==> src/rtl/memwb_stage.sv <==
// MEM/WB pipeline stage: holds one bundle in main register M (drives outputs)
// and one in skid register S, with valid/ready flow control, flush and a
// final writeback-source mux. Optional load extraction/extension is enabled
// by defining MEMWB_LOAD_EXT_EN.
module memwb_stage #(
   parameter int unsigned XLEN = 32,
   parameter int unsigned RD_W = 5
) (
   input  logic            clk,
   input  logic            rst,
   input  logic            in_valid_i,
   output logic            in_ready_o,
   input  logic [XLEN-1:0] alu_out_i,
   input  logic [XLEN-1:0] mem_rdata_i,
   input  logic [XLEN-1:0] pc_incr_i,
   input  logic [RD_W-1:0] rd_i,
   input  logic            reg_write_i,
   input  logic [1:0]      wb_sel_i,
   input  logic [2:0]      funct3_i,
   input  logic            flush_i,
   output logic            out_valid_o,
   input  logic            out_ready_i,
   output logic [XLEN-1:0] wb_data_o,
   output logic [RD_W-1:0] rd_o,
   output logic            reg_write_o
);

   typedef struct packed {
      logic [XLEN-1:0] alu;
      logic [XLEN-1:0] mem;
      logic [XLEN-1:0] pc;
      logic [RD_W-1:0] rd;
      logic            rw;
      logic [1:0]      sel;
`ifdef MEMWB_LOAD_EXT_EN
      logic [1:0]      off;
      logic [2:0]      f3;
`endif
   } bundle_t;

   bundle_t r_m, r_s, w_m_next, w_s_next, w_in;
   logic    r_m_valid, r_s_valid, w_m_valid_next, w_s_valid_next;
   logic    w_accept, w_drain;
   logic    w_unused_funct3;

`ifdef MEMWB_LOAD_EXT_EN
   // Align the addressed byte/halfword to bit 0, then extend per load type.
   function automatic logic [XLEN-1:0] f_load_ext(input logic [XLEN-1:0] raw,
                                                  input logic [1:0] off,
                                                  input logic [2:0] f3);
      logic [XLEN-1:0] sh;
      sh = raw >> {off, 3'b000};
      case (f3)
         3'b000:  return {{(XLEN-8){sh[7]}}, sh[7:0]};
         3'b001:  return {{(XLEN-16){sh[15]}}, sh[15:0]};
         3'b010:  return sh;
         3'b100:  return {{(XLEN-8){1'b0}}, sh[7:0]};
         3'b101:  return {{(XLEN-16){1'b0}}, sh[15:0]};
         default: return '0;
      endcase
   endfunction
   assign w_unused_funct3 = 1'b0;
`else
   // funct3 only matters to the load-extension logic.
   assign w_unused_funct3 = ^funct3_i;
`endif

   // Ready depends only on registered state, never on out_ready_i.
   assign in_ready_o = ~r_s_valid & ~rst;
   assign w_accept   = in_valid_i & in_ready_o;
   assign w_drain    = r_m_valid & out_ready_i;

   // Pack the incoming bundle.
   always_comb begin
      w_in     = '0;
      w_in.alu = alu_out_i;
      w_in.mem = mem_rdata_i;
      w_in.pc  = pc_incr_i;
      w_in.rd  = rd_i;
      w_in.rw  = reg_write_i;
      w_in.sel = wb_sel_i;
`ifdef MEMWB_LOAD_EXT_EN
      w_in.off = alu_out_i[1:0];
      w_in.f3  = funct3_i;
`endif
   end

   // Next-state for M/S: flush clears valids only; otherwise FIFO order.
   always_comb begin
      w_m_next       = r_m;
      w_s_next       = r_s;
      w_m_valid_next = r_m_valid;
      w_s_valid_next = r_s_valid;
      if (flush_i) begin
         w_m_valid_next = 1'b0;
         w_s_valid_next = 1'b0;
      end else if (w_drain) begin
         if (r_s_valid) begin
            // Accept is impossible here since in_ready_o is low.
            w_m_next       = r_s;
            w_s_valid_next = 1'b0;
         end else if (w_accept) begin
            w_m_next = w_in;
         end else begin
            w_m_valid_next = 1'b0;
         end
      end else if (w_accept) begin
         if (!r_m_valid) begin
            w_m_next       = w_in;
            w_m_valid_next = 1'b1;
         end else begin
            w_s_next       = w_in;
            w_s_valid_next = 1'b1;
         end
      end
   end

   // State registers with asynchronous clear of all fields.
   always_ff @(posedge clk or posedge rst) begin
      if (rst) begin
         r_m       <= '0;
         r_s       <= '0;
         r_m_valid <= 1'b0;
         r_s_valid <= 1'b0;
      end else begin
         r_m       <= w_m_next;
         r_s       <= w_s_next;
         r_m_valid <= w_m_valid_next;
         r_s_valid <= w_s_valid_next;
      end
   end

   // Writeback source select from M.
   always_comb begin
      wb_data_o = '0;
      case (r_m.sel)
         2'b00:   wb_data_o = r_m.alu;
`ifdef MEMWB_LOAD_EXT_EN
         2'b01:   wb_data_o = f_load_ext(r_m.mem, r_m.off, r_m.f3);
`else
         2'b01:   wb_data_o = r_m.mem;
`endif
         2'b10:   wb_data_o = r_m.pc;
         default: wb_data_o = '0;
      endcase
   end

   assign out_valid_o = r_m_valid;
   assign rd_o        = r_m.rd;
   // Bubbles and x0 never write the register file.
   assign reg_write_o = r_m_valid & r_m.rw & (r_m.rd != '0);

endmodule

==> config.mk <==
export PLATFORM = sky130hd
export DESIGN_NAME = memwb_stage
export DESIGN_NICKNAME = d
export VERILOG_FILES = /design/src/rtl/memwb_stage.sv
export SDC_FILE = /design/constraint.sdc
export NUM_CORES = 1
export LEC_CHECK = 0
export CELL_PAD_IN_SITES_DETAIL_PLACEMENT = 0
export CELL_PAD_IN_SITES_GLOBAL_PLACEMENT = 1
export CORE_UTILIZATION = 44
export DETAILED_ROUTE_END_ITERATION = 16
export PLACE_DENSITY_LB_ADDON = 0.15
export SLEW_MARGIN = 40
export SYNTH_ARGS = -nofsm -noshare
export SYNTH_HDL_FRONTEND = slang
export SYNTH_SLANG_ARGS = --single-unit
==> constraint.sdc <==
create_clock -name clk -period 20.8 [get_ports clk]
set_clock_uncertainty 0.15 [all_clocks]
set_input_delay 3.12 -clock clk [delete_from_list [all_inputs] [get_ports clk]]
set_output_delay 3.12 -clock clk [all_outputs]
set_load 0.05 [all_outputs]
==> results of run 1 <==
per-layer routing:
metal	wire, um	part of all wire [%]	global-route usage, %
met4	325	1.5	4.38
met2	10400	48	32.2
met3	1140	5.3	3.90
met5	13	0.060	0
met1	9630	45	25.1
worst max-delay path: cells and delay by family:
family,cells,cell delay [ps]
and+or+nand+nor,1,160
buffers and inverters,2,1380
per-stage QoR:
step	std cells	instance area (um2)
5_1_grt	1112	12500
6_report	1112	12500
3_3_place_gp	1068	11600
4_1_cts	1111	12400
2_1_floorplan	687	9960
3_5_place_dp	1070	11700
cell type report:
cell class,count,area [um2]
Clock buffer,30,662
Clock inverter,11,108
Fill cell,1762,9570
Inverter,2,20.0
Multi-Input combinational cell,422,4440
Sequential cell,210,5260
Tap cell,280,350
Timing Repair Buffer,157,1610
cells by family (layout without fill, tap and decap cells):
| group | Yosys count | count (layout) |
|---|---|---|
| AOI/OAI and AO/OA | 36 | 36 |
| buffers and inverters | 55 | 200 |
| DFF | 210 | 210 |
| muxes | 344 | 344 |
| and+or+nand+nor | 42 | 42 |
sequential cells by signal, indices dropped and copies added (netlist names):
name,cells
r_s,104
r_m,99
r_s_valid,1
out_valid_o,1
rd_o,5
power breakdown:
group	switching, mW	total (mW)	internal, mW
logic	0.171	0.326	0.155
registers	0.0464	0.531	0.484
clock network	0.163	0.411	0.248
total	0.380	1.27	0.887
worst paths after layout:
path,startpoint,end,slack [ps],depth (start not counted)
min reg2reg,r_s[51]$_DFFE_PP0P_,r_s[51]$_DFFE_PP0P_,350,1
min,r_s[51]$_DFFE_PP0P_,r_s[51]$_DFFE_PP0P_,350,1
min in group asynchronous,rst,r_s_valid$_DFFE_PP0P_,2920,2
max,rst,in_ready_o,12870,3
max in group asynchronous,rst,r_m[1]$_DFFE_PP0P_,16170,4
max reg2reg,r_s_valid$_DFFE_PP0P_,r_m[72]$_DFFE_PP0P_,17540,5
layout by cell type, fill, tap and decap left out, drive strengths merged, types with 2 or more instances in the layout:
master | netlist | layout
dfrtp | 210 | 210
bufinv | 0 | 2
inv | 2 | 2
o22ai | 17 | 17
clkinv | 0 | 8
mux2 | 312 | 312
o21ai | 16 | 16
mux2i | 32 | 32
clkdlybuf4s50 | 0 | 148
nand2 | 35 | 35
clkbuf | 22 | 30
buf | 31 | 9
==> reports/qor.csv, run 1 <==
metric;value;unit
Post-DP HPWL;13300;um
Synth area leaders;dfrtp_1 53%, mux2_2 30%, mux2_4 7.4%;
Die Ht;152;um
Slew @ Worst Pin;742;ps
clk sinks;210;
slowest stage delay, CP;810;ps
FP Rows;54;
Final Power;1.27;mW
DRC Markers;8;
simple-gate share of the synthesized area;1.80;%
flops & latches, synth;210;
mux cell area share after synthesis;40.3;%
wire per inst;19.4;um
vias per inst;5.30;
clk slew on worst S/H paths;60;ps
max cap viols;0;
Req. time, crit path;17530;ps
Ys Warns;0;
status;finished with violations;
Place WS;12870;ps
syn avg cell area;14.5;um2
top_reg_cell synth;dfrtp_1;
top-count cell post-synth;mux2_2;
PnR worst setup slack;12870;ps
Post-Synth Adder-Cell Area;0;%
Compound-Gate Fraction of Synth Area;2.17;%
initial antenna violation count;1;
post-route ant nets;0;
CP Cell Sequence;clkdlybuf4s50_1 > nor2_1 > clkdlybuf4s50_1;
first-pass GRT wire length;35600;um
Syn-to-layout area delta;25.1;%
die area;0.0232;mm2
TritonCTS clock tree;built;
Cell Area, Synth;0.00996;mm2
gr usage total;19.0;%
I/O Pins;152;
worst path arrival time;4660;ps
clock root buffer master;clkbuf_16;
H-tree levels;1;
total negative setup slack;0;ps
vias after detailed routing;5892;
Hold Crit Class;flip-flop to flip-flop;
Critical Path Most Common Cell;clkdlybuf4s50_1;
maximum vdd drop;0.0587;mV
synth cell count leaders;263 x mux2_2, 210 x dfrtp_1, 49 x mux2_4;
Netlist cell types;23;
area share of the largest cell type after synthesis;52.8;%
Post-Route WL;21500;um
violated checks;design-rule violations;
Worst-Skew Late Latency;500;ps
worst hold margin;353;ps
EDFF count, synth;0;
Initial Utilization;45.2;%
grt ovf;0;
largest net degree at the start of global routing;144;
# diodes;0;
Syn Nets;799;
Synth Instances;687;
number of global-route vias before repair;6601;
RePlAce Congestion;0.752;
Post-CTS Hold Fix Bufs;0;
register area share after synthesis;52.8;%
post_cts resized;0;
PortBufs;148;
critical-path maximum fanout;3;
Die Wd;152;um
CTS Buf Count;23;
Slew Viols, Final;0;
Lkg Pwr;5.58;nW
largest family of logic cells by synthesized area;multiplexers;
cell accounting for the most synthesized area;dfrtp_1;
Crit Path Class;input pin to primary output;
Period Utilization, post-route;38.1;%
asr flop ratio synth;100;%
P per Cell Area;102;mW/mm2
Max clock buf depth;3;
startpoint types;input pin;
crit path time final;7930;ps
fmax;126;MHz
Worst slew margin;50.3;%
TritonRoute pass-1 iters;10;
setup bufs post-CTS;0;
setup violators final;0;
Fin. Hold Viols;0;
nets;928;
Crit-path slowest cell;clkdlybuf4s50_1;
crit path capture type;primary output;
Core Footprint;0.0220;mm2
RSZ-0062 raised after global routing;no;
layout cells sized above 1;44.2;%
Synth Area in XOR/XNOR;0;%
fin util;56.5;%
DRT iter0 DRCs;191;
Power figures use the tool's default switching activity.
==> run 2: changes to the inputs <==
--- a/config.mk
+++ b/config.mk
@@ -7,7 +7,7 @@
 export LEC_CHECK = 0
 export CELL_PAD_IN_SITES_DETAIL_PLACEMENT = 0
 export CELL_PAD_IN_SITES_GLOBAL_PLACEMENT = 1
-export CORE_UTILIZATION = 44
+export CORE_UTILIZATION = 40
 export DETAILED_ROUTE_END_ITERATION = 16
 export PLACE_DENSITY_LB_ADDON = 0.15
 export SLEW_MARGIN = 40
==> constraint.sdc (replaced) <==
create_clock -name clk -period 7.2 [get_ports clk]
set_clock_uncertainty 0.15 [all_clocks]
set_input_delay 1.08 -clock clk [delete_from_list [all_inputs] [get_ports clk]]
set_output_delay 1.08 -clock clk [all_outputs]
set_load 0.05 [all_outputs]
==> run 2 against run 1 <==
Critical endpoint is now wb_data_o[24]; sequential power increased to 2.9 times the previous value; die area increased by 9.9%; non-clock buffer count increased by 2; the flow now finishes without violations; largest power group unchanged.
==> reports/qor.csv, run 2 (synthesis gave the netlist of run 1 again) <==
metric;value;unit
Critical Path Most Common Cell;buf_4;
CP Cell Sequence;buf_4 > nor2b_1 > buf_4 > nand2_1 > o21ai_0 > clkdlybuf4s50_1;
Clock power frac;32.3;%
Post-Route WL;22100;um
Min-Delay Endpoint;r_s[0]$_DFFE_PP0P_;
TritonRoute pass-1 iters;4;
critical-path maximum fanout;28;
number of global-route vias before repair;6626;
CTS Buf Count;25;
reg-to-reg critical path endpoint;r_m[58]$_DFFE_PP0P_;
Sw Pwr;1.09;mW
Max clock buf depth;3;
total negative setup slack;0;ps
Lkg Pwr;5.56;nW
Worst-Skew Late Latency;500;ps
sequential share of power;41.9;%
Post-DP HPWL;13700;um
RePlAce Congestion;0.742;
post_cts resized;0;
Syn-to-layout area delta;25.5;%
startpoint types;flip-flop;
Slew @ Worst Pin;795;ps
status;complete, no violations;
P per Cell Area;292;mW/mm2
Fin. Hold Viols;0;
most frequent cells in the layout;263 x mux2_2, 208 x dfrtp_1, 148 x clkdlybuf4s50_1;
Die Ht;160;um
Worst slew margin;47.0;%
vias after detailed routing;5924;
PortBufs;148;
FP Rows;57;
Slew Viols, Final;0;
DRT iter0 DRCs;182;
Die Wd;160;um
vias per inst;5.10;
r2r worst-path depth;5;
Crit path max-delay family;buffers and inverters;
DR WL met2;10300;um
Period Utilization, post-route;61.9;%
I/O Pins;152;
Initial Utilization;40.8;%
post-route ant nets;0;
worst path arrival time;3230;ps
M1 WL;10300;um
fin util;51.2;%
TritonCTS clock tree;built;
clk sinks;210;
maximum vdd drop;0.145;mV
crit path capture type;primary output;
DRC Markers;0;
setup bufs post-CTS;0;
Core Footprint;0.0244;mm2
Switching Fraction;30.0;%
Crit-path slowest cell;clkdlybuf4s50_1;
combinational power share;25.8;%
WP buf/inv;3;
metal3 WL;1100;um
clock root buffer master;clkbuf_16;
layout cells sized above 1;43.4;%
slowest stage delay, CP;840;ps
Hold Crit Class;flip-flop to flip-flop;
RSZ-0062 raised after global routing;no;
Hold Path Depth;1;
wire per inst;19.0;um
die area;0.0255;mm2
grt ovf;0;
fmax;224;MHz
flop-to-flop setup slack;4160;ps
CP Depth;6;
Crit Path Class;flip-flop to primary output;
worst r2r src;r_s_valid$_DFFE_PP0P_;
largest net degree at the start of global routing;85;
max layer used;met4;
Post-CTS Hold Fix Bufs;0;
crit path time final;4460;ps
gr usage total;17.8;%
initial antenna violation count;1;
max reg flops;104;
clk slew on worst S/H paths;60;ps
nets;932;
H-tree levels;1;
commonest non-fill, non-tap cell in the layout;mux2_2;
max cap viols;0;
first-pass GRT wire length;36400;um
Hold Crit Start;r_s[0]$_DFFE_PP0P_;
internal power;2.56;mW
Largest Register;r_s;
Req. time, crit path;5970;ps
setup violators final;0;
run 2: changes by cell type in the layout (fill, tap and decap cells not counted), moves of 2 or more:
| cell | delta |
|---|---|
| buf_4 | +5 |
| buf_6 | -2 |
| bufinv_16 | -2 |
| clkbuf_1 | +9 |
| clkbuf_16 | +2 |
| clkinv_2 | -7 |
run 2: worst register-to-register path, cell delays in order (launching register included):
cell,delay [ps]
dfrtp_1,450
or3b_1,480
a221oi_4,240
buf_4,570
buf_6,590
mux2_2,450
run 2: power groups by stage:
stage,registers (mW),clock network [mW],logic (mW)
2_1_floorplan,1.49,0,0.679
3_3_place_gp,1.53,0,0.933
3_5_place_dp,1.55,0,0.949
4_1_cts,1.53,1.22,0.953
5_1_grt,1.56,1.27,1.00
6_report,1.53,1.18,0.941
run 2: final cells by class:
class / instances / area [um2]
Timing Repair Buffer: 159 / 1600
Fill cell: 2105 / 11900
Inverter: 2 / 15.0
Clock buffer: 42 / 759
Antenna cell: 1 / 2.50
Multi-Input combinational cell: 422 / 4440
Tap cell: 324 / 405
Sequential cell: 210 / 5260
Clock inverter: 2 / 13.8
run 2: worst max path at each step:
stage	from	end	slack, ps
global route	r_m[0]$_DFFE_PP0P_	wb_data_o[24]	2530
global placement	rst	rd_o[0]$_DFFE_PP0P_	2790
floorplan	rst	out_valid_o$_DFFE_PP0P_	230
CTS	r_m[0]$_DFFE_PP0P_	wb_data_o[24]	2660
detailed placement	rst	r_m[34]$_DFFE_PP0P_	2740
finish	r_m[0]$_DFFE_PP0P_	wb_data_o[24]	2740
run 2: metal layers:
layer	vias to the layer above	global-route usage (%)
met3	28	3.82
li1	2747	-
met1	3035	24.1
met4	0	4.29
met5	-	0
met2	114	29.2
run 2: per-stage QoR:
stage | std cells | power [mW] | hold WS (ps) | area, um2 | worst slack (ps)
after floorplan | 687 | 2.17 | 325 | 9960 | 232
after global placement | 1115 | 2.47 | 332 | 11700 | 2790
after detailed placement | 1116 | 2.50 | 340 | 11700 | 2740
after CTS | 1160 | 3.71 | 353 | 12500 | 2660
after global routing | 1161 | 3.84 | 362 | 12500 | 2530
final | 1162 | 3.65 | 350 | 12500 | 2740
